$ cat src/rtl/ioctl_mem_upload.sv
// ioctl_mem_upload: answers MiST ioctl upload reads by fetching bytes from a synchronous RAM read port.
module ioctl_mem_upload #(
    parameter int AW = 15,
    parameter logic [26:0] BASE = 27'h0,
    parameter logic [26:0] SIZE = 27'h8000,
    parameter bit WIDE = 1'b1,
    parameter logic [7:0] FILL = 8'hFF
) (
    input  logic          clk_sys,
    input  logic          reset,
    input  logic          ioctl_upload,
    input  logic [26:0]   ioctl_addr,
    input  logic          ioctl_rd,
    output logic [15:0]   ioctl_din,
    output logic          ioctl_wait,
    output logic          mem_busy,
    output logic [AW-1:0] mem_addr,
    output logic          mem_rd,
    input  logic [7:0]    mem_q
);
    localparam logic [2:0] IDLE = 3'd0, RD0 = 3'd1, CAP0 = 3'd2, RD1 = 3'd3, CAP1 = 3'd4;
    logic [2:0] state;
    logic [AW-1:0] addr;
    logic [7:0] lo;
    logic hit;
    logic [AW-1:0] a;
    // 28-bit compare so BASE+SIZE cannot overflow the window test
    assign hit = ({1'b0, ioctl_addr} >= {1'b0, BASE}) &&
                 ({1'b0, ioctl_addr} < ({1'b0, BASE} + {1'b0, SIZE}));
    assign a = AW'(ioctl_addr - BASE) & ~AW'(WIDE);
    assign mem_busy = ioctl_upload;
    always_ff @(posedge clk_sys or posedge reset) begin
        if (reset) begin
            state <= IDLE;
            addr <= '0;
            lo <= '0;
            ioctl_din <= '0;
            ioctl_wait <= 1'b0;
            mem_addr <= '0;
            mem_rd <= 1'b0;
        end else if (!ioctl_upload) begin
            state <= IDLE;
            ioctl_wait <= 1'b0;
            mem_rd <= 1'b0;
        end else begin
            case (state)
                IDLE: if (ioctl_rd) begin
                    if (hit) begin
                        addr <= a;
                        mem_addr <= a;
                        mem_rd <= 1'b1;
                        ioctl_wait <= 1'b1;
                        state <= RD0;
                    end else begin
                        ioctl_din <= {(WIDE ? FILL : 8'h00), FILL};
                    end
                end
                RD0: begin
                    mem_rd <= 1'b0;
                    state <= CAP0;
                end
                CAP0: if (WIDE) begin
                    lo <= mem_q;
                    mem_addr <= addr + AW'(1);
                    mem_rd <= 1'b1;
                    state <= RD1;
                end else begin
                    ioctl_din <= {8'h00, mem_q};
                    ioctl_wait <= 1'b0;
                    state <= IDLE;
                end
                RD1: begin
                    mem_rd <= 1'b0;
                    state <= CAP1;
                end
                CAP1: begin
                    ioctl_din <= {mem_q, lo};
                    ioctl_wait <= 1'b0;
                    state <= IDLE;
                end
                default: state <= IDLE;
            endcase
        end
    end
endmodule

$ cat config.mk
export PLATFORM = sky130hd
export DESIGN_NAME = ioctl_mem_upload
export DESIGN_NICKNAME = d
export VERILOG_FILES = /design/src/rtl/ioctl_mem_upload.sv
export SDC_FILE = /design/constraint.sdc
export NUM_CORES = 1
export LEC_CHECK = 0
export BUFFER_PORTS_ARGS = -buffer_cell sky130_fd_sc_hd__buf_2
export CAP_MARGIN = 15
export CORE_AREA = 2 2 71 73
export DETAILED_ROUTE_END_ITERATION = 7
export DIE_AREA = 0 0 73 75
export GPL_TIMING_DRIVEN = 0
export PLACE_DENSITY_LB_ADDON = 0.3
export SYNTH_ARGS = -nofsm -noshare
export SYNTH_HDL_FRONTEND = slang
export SYNTH_SLANG_ARGS = --single-unit
$ cat constraint.sdc
create_clock -name clk_sys -period 3.95 [get_ports clk_sys]
set_input_delay 1.185 -clock clk_sys [delete_from_list [all_inputs] [get_ports clk_sys]]
set_output_delay 1.185 -clock clk_sys [all_outputs]
set_load 0.1 [all_outputs]
==> impl_metrics.yaml, run 1 <==
run_status:
  status: "finished clean"
placement:
  hpwlAfterDp_mm: 3.587
  place_congestion: 0.7783
  port-buffer-count: 71
drt:
  wl_met1_mm: 2.173
  met2_length_mm: 2.437
  route.met3.wl_um: 317
  top_layer: "met4"
  drc: 0
  drt_iter0_markers: 67
  final_antenna_net_count: 0
  vias: 1783
  vias_per_cell: 5.244
  firstDrtPassIters: 4
  wire_per_inst_um: 14.72
  drt_wl_total_mm: 5.005
setup_path:
  crit_start: "ioctl_upload"
  r2r_end: "mem_addr[10]$_DFFE_PP0P_"
  cp-end-kind: "primary output"
  rr_worst_depth: 6
  r2r_slack_ns: 2.14
  critPathRequiredTime_ns: 2.76
  path_class: "in2out"
  rr_startpoint: "state[2]$_DFFE_PP0P_"
  cp-endpoint: "mem_busy"
  worst-path-max-fanout: 8
  cp-start-kind: "primary input"
  cp.arrival_ns: 1.87
clocking:
  tritoncts: "built"
  numCtsBuffers: 9
  cts-htree-levels: 3
  cts_root_buf: "clkbuf_8"
  clock_latency_ns: 0.34
  cts_hold_buf: 0
  clk_pin_slew_worst_paths_ns: 0.06
  cts_buffer_depth: 2
  post_cts_resized: 0
  postCtsSetupBuffers: 0
  cts_num_sinks: 58
timing:
  worst_pin_slew_ns: 0.5067
  rsz0062_at_grt: "false"
  fin_setup_tns_ns: 0
  relSlewSlack_pct: 66.22
  finalCritPeriodShare_pct: 77.27
  hold_viol: 0
  fmax_mhz: 327.6
  fin_skew_ns: 0.006082
  holdWs_ns: 0.4976
  setup_viol: 0
  finalWorstPathRequiredPeriod_ns: 3.052
  finalMaxSlewViolations: 0
synth:
  synth_ff_type: "dfrtp_1"
  async_flop_share_pct: 100.0
  synth_edf_count: 0
  yosys-top-cells-area: "dfrtp_1 57%, mux2_2 13%, mux2_4 5.3%"
  syn_avg_cell_area_um2: 12.84
  yosys.area.top_type_share_pct: 57.09
  synth-seq-area-share_pct: 57.09
  yosys_warnings: 0
  ys_ff_latch: 58
  postSynthCellCount: 198
  synth_cell_types: 26
  syn-num-nets: 237
  synth_area_leader_cell: "dfrtp_1"
  syn_area_mm2: 0.002542
pwr:
  finalPower_w: 0.001165
  ir_worst_vdd_v: 0.0002725
  p_leak_nw: 1.637
  powerDensity_mw_per_mm2: 367.7
final_layout:
  regArea_mm2: 0.001451
  drive_gt1_share_pct: 48.95
  area_delta_synth_final_pct: 24.61
  fillerInstances: 374
  antennaDiodeCount: 0
  multi_input_area_mm2: 0.001006
  nets: 320
global_route:
  grt_usage_pct: 21.41
  antenna_found_initial: 0
  gr-total-overflow: 0
  grt_pass1_vias: 1902
  grt_start_max_net_pins: 37
  grt_pass1_wl_mm: 8.756
die:
  initial_core_util_pct: 54.55
  fp.coreArea_mm2: 0.004661
  dieArea_mm2: 0.005475
  die_h_um: 75
  rows: 25
  die_width_um: 73
  ios: 73
flow_run:
  cap_violations: 0
hold_path:
  hold_class: "reg2reg"
-- stage by stage --
stage	util (%)	area, um2	instances	setup WS, ns
2_1_floorplan	-	2542	198	1.317
3_3_place_gp	63.62	2965	323	0.6195
3_5_place_dp	64.05	2985	324	0.9031
4_1_cts	67.97	3168	340	0.9016
5_1_grt	67.97	3168	340	0.8695
6_report	67.97	3168	340	0.8977
-- sequential cells by signal, summed over array words and instances (netlist names) --
name	cells
ioctl_din	16
mem_addr	15
lo	8
mem_rd	1
ioctl_wait	1
state	3
addr	14
-- kinds of logic (layout without fill, tap and decap cells) --
| family | Yosys count | in the layout | synth area share (%) |
|---|---|---|---|
| multiplexers | 50 | 50 | 23.47 |
| AND/OR/NAND/NOR | 72 | 72 | 14.08 |
| buffers and inverters | 12 | 100 | 3.346 |
| flip-flops | 58 | 58 | 57.09 |
| AO/OA/AOI/OAI | 5 | 5 | 1.673 |
| XOR/XNOR | 1 | 1 | 0.3446 |
-- worst max-delay path, stage by stage --
cell and delay (ns):
buf_2 0.15, buf_4 0.12, buf_2 0.41
-- how the worst min path moves through the flow --
stage / start / end / slack [ns] / cells past startpoint
3_5_place_dp: lo[7]$_DFFE_PP0P_ / ioctl_din[7]$_DFFE_PP0P_ / 0.48 / 2
4_1_cts: lo[7]$_DFFE_PP0P_ / ioctl_din[7]$_DFFE_PP0P_ / 0.50 / 2
5_1_grt: ioctl_din[1]$_DFFE_PP0P_ / ioctl_din[1]$_DFFE_PP0P_ / 0.52 / 2
6_report: lo[7]$_DFFE_PP0P_ / ioctl_din[7]$_DFFE_PP0P_ / 0.50 / 2
3_3_place_gp: addr[14]$_DFFE_PP0P_ / addr[14]$_DFFE_PP0P_ / 0.46 / 1
2_1_floorplan: addr[14]$_DFFE_PP0P_ / addr[14]$_DFFE_PP0P_ / 0.45 / 1
-- layout make-up --
type                       count  share of cell area (%)
timing repair buffer          72                   11.85
clock inverter                 2                  0.3160
tap                           54                   2.133
clock buffer                  14                   5.450
buffer                        11                   2.567
inverter                       1                  0.1185
sequential                    58                   45.81
multi-input combinational    128                   31.75
-- cells in the mapped netlist (2+ instances only) --
| library cell | instances |
|---|---|
| nor4_2 | 3 |
| mux2_2 | 30 |
| buf_2 | 4 |
| nor2_1 | 3 |
| and2_1 | 2 |
| nand2_1 | 36 |
| nand2b_1 | 2 |
| nand3_1 | 19 |
| clkbuf_1 | 3 |
| nor2_4 | 2 |
| dfrtp_1 | 58 |
| buf_6 | 2 |
| mux2_4 | 9 |
| mux2_1 | 11 |
| and3_1 | 3 |
-- power breakdown --
group          leakage (nW)  total [W]  internal [W]  switching, W
sequential            0.727   0.000596      0.000595   0.000000648
clock                0.0965   0.000505      0.000277      0.000228
combinational         0.814  0.0000636     0.0000248     0.0000388
-- placed cells by master, fill, tap and decap left out, drive strengths merged --
cell    Yosys  layout
nand4       1       1
o211a       1       1
xor2        1       1
o22ai       1       1
nor2b       1       1
a41oi       1       1
buf         8      80
nand3      19      19
nand2b      2       2
nor2        5       5
dfrtp      58      58
inv         1       1
clkbuf      3      17
mux2       50      50
nor4        3       3
and3        3       3
a21oi       1       1
nand2      36      36
and2        2       2
clkinv      0       2
o21ai       1       1
-- layer usage --
layer	track usage (%)	vias up
met4	5.967	0
met2	34.03	47
met5	0	-
met1	26.67	879
met3	9.772	8
li1	-	849
(Power assumes the default switching activity.)
==> run 2, diff against run 1 <==
ABC_AREA = 1   (was not set)
CORE_AREA = 2 2 77 79   (was 2 2 71 73)
DIE_AREA = 0 0 79 81   (was 0 0 73 75)
clock period = 3 ns   (was 3.95 ns; I/O delays follow)
==> run 2 against run 1 <==
Compared with the run above:
- largest cell class unchanged
- final cell count is 47% higher
- clock power grew 40%
- largest power group unchanged
- critical endpoint unchanged
- sequential share of layout area down 4.2 points
- sequential power increased by 57%
- global-route usage shrank 1.1 points
- synthesized cell count grew 71%
- area after synthesis up 11%
==> impl_metrics.yaml, run 2 <==
run_status:
  status: "finished clean"
synth:
  synth_edf_count: 0
  syn-num-nets: 377
  yosys.area.top_type_share_pct: 51.28
  synthMostInstantiatedCell: "nand2_1"
  synth-seq-area-share_pct: 51.28
  yosys_warnings: 0
  synth_area_leader_cell: "dfrtp_1"
  ys_ff_latch: 58
  syn_avg_cell_area_um2: 8.373
  synth_ff_type: "dfrtp_1"
  postSynthCellCount: 338
  async_flop_share_pct: 100.0
  synth_cell_types: 25
  yosys-top-cells-area: "dfrtp_1 51%, nand2_1 13%, inv_1 5.7%"
  synth_commonest_cells: "99 x nand2_1, 58 x dfrtp_1, 43 x inv_1, 32 x nand3_1, 24 x nand2_2"
  syn_area_mm2: 0.002830
placement:
  hpwlAfterDp_mm: 4.291
  placed_area_mm2: 0.003294
  place_congestion: 0.7817
  port-buffer-count: 70
  dp_slack_ns: 0.7186
global_route:
  grt_pass1_vias: 2257
  antenna_found_initial: 0
  grt_pass1_wl_mm: 9.991
  grt_usage_pct: 20.30
  gr-total-overflow: 0
  grt_start_max_net_pins: 32
drt:
  wire_per_inst_um: 11.59
  drc: 0
  firstDrtPassIters: 4
  drt_wl_total_mm: 5.797
  final_antenna_net_count: 0
  vias_per_cell: 4.778
  vias: 2389
  drt_iter0_markers: 56
pwr:
  switchingPower_w: 0.001166
  pwr-share-clk_pct: 27.4
  internal_power_w: 0.001404
  powerDensity_mw_per_mm2: 736.8
  ir_worst_vdd_v: 0.0005089
  p_leak_nw: 1.890
  combPwrFrac_pct: 36.2
  switching_share_pct: 45.38
  finalPower_w: 0.002570
  p_seq_share_pct: 36.3
die:
  initial_core_util_pct: 49.87
  ios: 73
  die_h_um: 81
  fp.coreArea_mm2: 0.005675
  die_width_um: 79
  rows: 28
  dieArea_mm2: 0.006399
setup_path:
  r2r_end: "addr[12]$_DFFE_PP0P_"
  max_stage_delay_ns: 0.41
  crit_slowest_cell: "buf_2"
  r2r_slack_ns: 1.43
  crit_family: "buffers and inverters"
  cp.arrival_ns: 1.38
  critical_path.cell_chain: "buf_4 -> buf_2"
  cp_num_buf_inv: 2
  rr_worst_depth: 7
  critPathRequiredTime_ns: 2.10
  worst-path-max-fanout: 2
  path_class: "in2out"
  cp-start-kind: "primary input"
  rr_startpoint: "state[2]$_DFFE_PP0P_"
  cp-end-kind: "primary output"
final_layout:
  drive_gt1_share_pct: 34.12
  fillerInstances: 538
  top_register: "ioctl_din"
  biggestRegsByFlops: "ioctl_din x16, mem_addr x15, addr x14"
  antennaDiodeCount: 0
  area_delta_synth_final_pct: 23.25
  largest_register_ffs: 16
  nets: 459
  regArea_mm2: 0.001451
  multi_input_area_mm2: 0.001100
  mostFrequentLayoutCell: "nand2_1"
  final_cell_area_mm2: 0.003488
  final_cell_mix: "99 x nand2_1, 76 x buf_2, 58 x dfrtp_1"
clocking:
  tritoncts: "built"
  numCtsBuffers: 9
  cts_buffer_depth: 2
  cts_hold_buf: 0
  clock_latency_ns: 0.34
  post_cts_resized: 0
  cts-htree-levels: 3
  postCtsSetupBuffers: 0
  clk_pin_slew_worst_paths_ns: 0.06
  cts_num_sinks: 58
  cts_root_buf: "clkbuf_8"
hold_path:
  hold_end: "mem_addr[11]$_DFFE_PP0P_"
  hold_path_depth: 2
  hp-start: "mem_addr[11]$_DFFE_PP0P_"
  hold_class: "reg2reg"
timing:
  fin_setup_tns_ns: 0
  fin_skew_ns: 0.008853
  finalWorstPathRequiredPeriod_ns: 2.280
  holdWs_ns: 0.4701
  fmax_mhz: 438.6
  worst_slack_ns: 0.7199
  hold_viol: 0
  setup_viol: 0
  rsz0062_at_grt: "false"
  worst_pin_slew_ns: 0.5926
  finalMaxSlewViolations: 0
  relSlewSlack_pct: 60.44
  finalCritPeriodShare_pct: 76.00
flow_run:
  cap_violations: 0
==> run 2: cell count changes after synthesis, sizes merged, moves of 5 or more <==
cell / previous run / this run
o21ai: 1 / 36
buf: 8 / 13
nand2: 36 / 124
nor2: 5 / 11
mux2: 50 / 0
inv: 1 / 44
nand3: 19 / 35
or2: 0 / 8
==> run 2: power by group through the flow <==
stage                     logic, W  registers, W  clock network (W)
final                     0.000931      0.000934           0.000705
after detailed placement  0.000938      0.000949                  0
after CTS                 0.000938      0.000935           0.000723
after global routing      0.000978      0.000946           0.000760
after floorplan           0.000141       0.00158                  0
after global placement    0.000925      0.000948                  0
==> run 2: how the worst max path moves through the flow <==
stage	start	to	slack [ns]	depth (start not counted)
CTS	ioctl_upload	mem_busy	0.72	2
detailed placement	ioctl_upload	mem_busy	0.72	2
global route	ioctl_upload	mem_busy	0.71	2
global placement	reset	addr[12]$_DFFE_PP0P_	-0.06	2
floorplan	reset	addr[10]$_DFFE_PP0P_	0.67	1
finish	ioctl_upload	mem_busy	0.72	2
==> run 2: cells by family (layout without fill, tap and decap cells) <==
kind of cell,after synthesis,count (layout),synth area share (%)
and+or+nand+nor,183,183,31.87
buffers and inverters,59,146,9.858
DFF,58,58,51.28
AOI/OAI and AO/OA,38,38,6.985
==> run 2: cell type report <==
type / count / share of cell area [%]
buffer: 15 / 3.264
clock buffer: 9 / 3.551
clock inverter: 7 / 2.009
inverter: 44 / 4.735
multi-input combinational: 221 / 31.53
sequential: 58 / 41.61
tap: 75 / 2.690
timing repair buffer: 71 / 10.62
==> run 2: metal layers <==
layer	routed length [um]	part of all wire, %	global-route usage, %
met4	114	2.0	10.69
met2	2803	48	32.88
met1	2561	44	25.02
met5	0	0	0
met3	318	5.5	5.444
==> run 2: through the flow <==
stage / utilization [%] / instances
after floorplan: - / 338
after global placement: 57.69 / 483
after detailed placement: 58.05 / 484
after CTS: 61.46 / 500
after global routing: 61.46 / 500
final: 61.46 / 500
==> run 3, diff against run 2 <==
ABC_AREA = 0   (was 1)
CORE_AREA = 2 2 74 76   (was 2 2 77 79)
DIE_AREA = 0 0 76 78   (was 0 0 79 81)
clock period = 2.2 ns   (was 3 ns; I/O delays follow)
==> run 3 against run 2 <==
Compared with the run above:
- clock-buffer cell count up 4
- utilization up 2.2 points
- worst hold slack worse by 0.070 ns
- cell area down 8.0%
- clock power up 42%
- sequential share of layout area up 3.6 points
- final cell count down 29%
- non-clock buffer count down 3
- worst setup slack worse by 0.52 ns
- critical endpoint unchanged
==> impl_metrics.yaml, run 3 (synthesized netlist as in run 1, its figures left out) <==
pwr:
  powerDensity_mw_per_mm2: 681.6
  ir_worst_vdd_v: 0.0005037
  finalPower_w: 0.002187
  internal_power_w: 0.001722
  pwr-share-clk_pct: 45.8
  p_seq_share_pct: 48.9
  switching_share_pct: 21.29
  combPwrFrac_pct: 5.2
  p_leak_nw: 1.646
  switchingPower_w: 0.0004657
drt:
  drc: 0
  drt_iter0_markers: 58
  vias: 1782
  drt_wl_total_mm: 5.027
  final_antenna_net_count: 0
  firstDrtPassIters: 5
  wire_per_inst_um: 14.16
  vias_per_cell: 5.020
timing:
  fmax_mhz: 499.0
  hold_viol: 0
  worst_pin_slew_ns: 0.6151
  fin_setup_tns_ns: 0
  finalWorstPathRequiredPeriod_ns: 2.004
  finalMaxSlewViolations: 0
  finalCritPeriodShare_pct: 91.09
  worst_slack_ns: 0.1961
  rsz0062_at_grt: "false"
  relSlewSlack_pct: 58.94
  fin_skew_ns: 0.006278
  setup_viol: 0
global_route:
  grt_start_max_net_pins: 31
  grt_usage_pct: 18.52
  antenna_found_initial: 0
  grt_pass1_vias: 1864
  gr-total-overflow: 0
  grt_pass1_wl_mm: 8.645
die:
  rows: 26
  initial_core_util_pct: 50.42
  die_width_um: 76
  fp.coreArea_mm2: 0.005042
  die_h_um: 78
  ios: 73
  dieArea_mm2: 0.005928
final_layout:
  area_delta_synth_final_pct: 26.23
  antennaDiodeCount: 0
  mostFrequentLayoutCell: "buf_2"
  biggestRegsByFlops: "ioctl_din x16, mem_addr x15, addr x14"
  top_register: "ioctl_din"
  final_cell_mix: "75 x buf_2, 58 x dfrtp_1, 36 x nand2_1"
  largest_register_ffs: 16
  layout.cells.non_filler: 355
  fillerInstances: 403
  drive_gt1_share_pct: 49.12
  nets: 320
placement:
  dp_slack_ns: -0.1169
  place_congestion: 0.7652
  port-buffer-count: 71
  hpwlAfterDp_mm: 3.529
  dp.cells: 340
clocking:
  clk_pin_slew_worst_paths_ns: 0.06
  tritoncts: "built"
  numCtsBuffers: 9
  post_cts_resized: 0
  cts-htree-levels: 3
  clock_latency_ns: 0.33
  postCtsSetupBuffers: 0
  cts_num_sinks: 58
  cts_hold_buf: 0
  cts_root_buf: "clkbuf_8"
  cts_buffer_depth: 2
setup_path:
  critPathRequiredTime_ns: 1.54
  cp-start-kind: "primary input"
  cp.arrival_ns: 1.34
  rr_startpoint: "state[1]$_DFFE_PP0P_"
  r2r_slack_ns: 0.36
  r2r_end: "addr[8]$_DFFE_PP0P_"
  path_class: "in2out"
  cp-end-kind: "primary output"
  worst-path-max-fanout: 8
  rr_worst_depth: 5
run_status:
  status: "finished clean"
flow_run:
  cap_violations: 0
hold_path:
  hold_class: "in2async"
==> run 3: cell types whose count changed in the layout (fill, tap and decap cells not counted), sizes merged, moves of 3 or more <==
| cell | before | now |
|---|---|---|
| clkbuf | 11 | 16 |
| inv | 44 | 1 |
| nor4 | 0 | 3 |
| nor2 | 11 | 5 |
| clkinv | 5 | 1 |
| or2 | 8 | 0 |
| mux2 | 0 | 50 |
| nand2 | 124 | 36 |
| o21ai | 36 | 1 |
| nand3 | 35 | 19 |
| buf | 84 | 80 |
==> run 3: layer usage <==
layer / vias to the layer above / part of all wire (%) / global-route usage, %
met2: 50 / 47 / 29.73
li1: 846 / - / -
met1: 875 / 45 / 23.21
met3: 11 / 5.3 / 4.767
met4: 0 / 2.0 / 9.818
met5: - / 0 / 0
==> run 3: power by group through the flow <==
stage	clock network, W	logic, W	registers, W
6_report	0.00100	0.000115	0.00107
3_3_place_gp	0	0.000110	0.00109
5_1_grt	0.00107	0.000128	0.00107
2_1_floorplan	0	0.0000486	0.00110
4_1_cts	0.00102	0.000117	0.00107
3_5_place_dp	0	0.000116	0.00109
==> run 3: area by class of cell <==
class                      instances  area, um2  area share, %
timing repair buffer              72      375.4          11.70
tap                               70      87.58          2.729
sequential                        58       1451          45.22
clock inverter                     2      35.03          1.092
multi-input combinational        128       1006          31.34
inverter                           1      3.754         0.1170
clock buffer                      13      168.9          5.263
buffer                            11      81.33          2.534
==> run 3: how the worst max path moves through the flow <==
| stage | startpoint | end |
|---|---|---|
| global route | ioctl_addr[21] | addr[2]$_DFFE_PP0P_ |
| floorplan | reset | addr[10]$_DFFE_PP0P_ |
| finish | ioctl_upload | mem_busy |
| global placement | reset | mem_addr[12]$_DFFE_PP0P_ |
| detailed placement | ioctl_addr[18] | addr[8]$_DFFE_PP0P_ |
| CTS | ioctl_upload | mem_busy |
==> run 3: stage by stage <==
stage / util [%] / hold slack (ns) / cell area [um2]
final: 63.65 / 0.3997 / 3209
after global routing: 63.65 / 0.4541 / 3209
after CTS: 63.65 / 0.4140 / 3209
after detailed placement: 59.60 / 0.4749 / 3005
after global placement: 59.21 / 0.4643 / 2985
after floorplan: - / 0.4522 / 2542
==> run 3: critical path, cell delays in order <==
cell,delay (ns)
buf_2,0.15
buf_4,0.12
buf_2,0.41
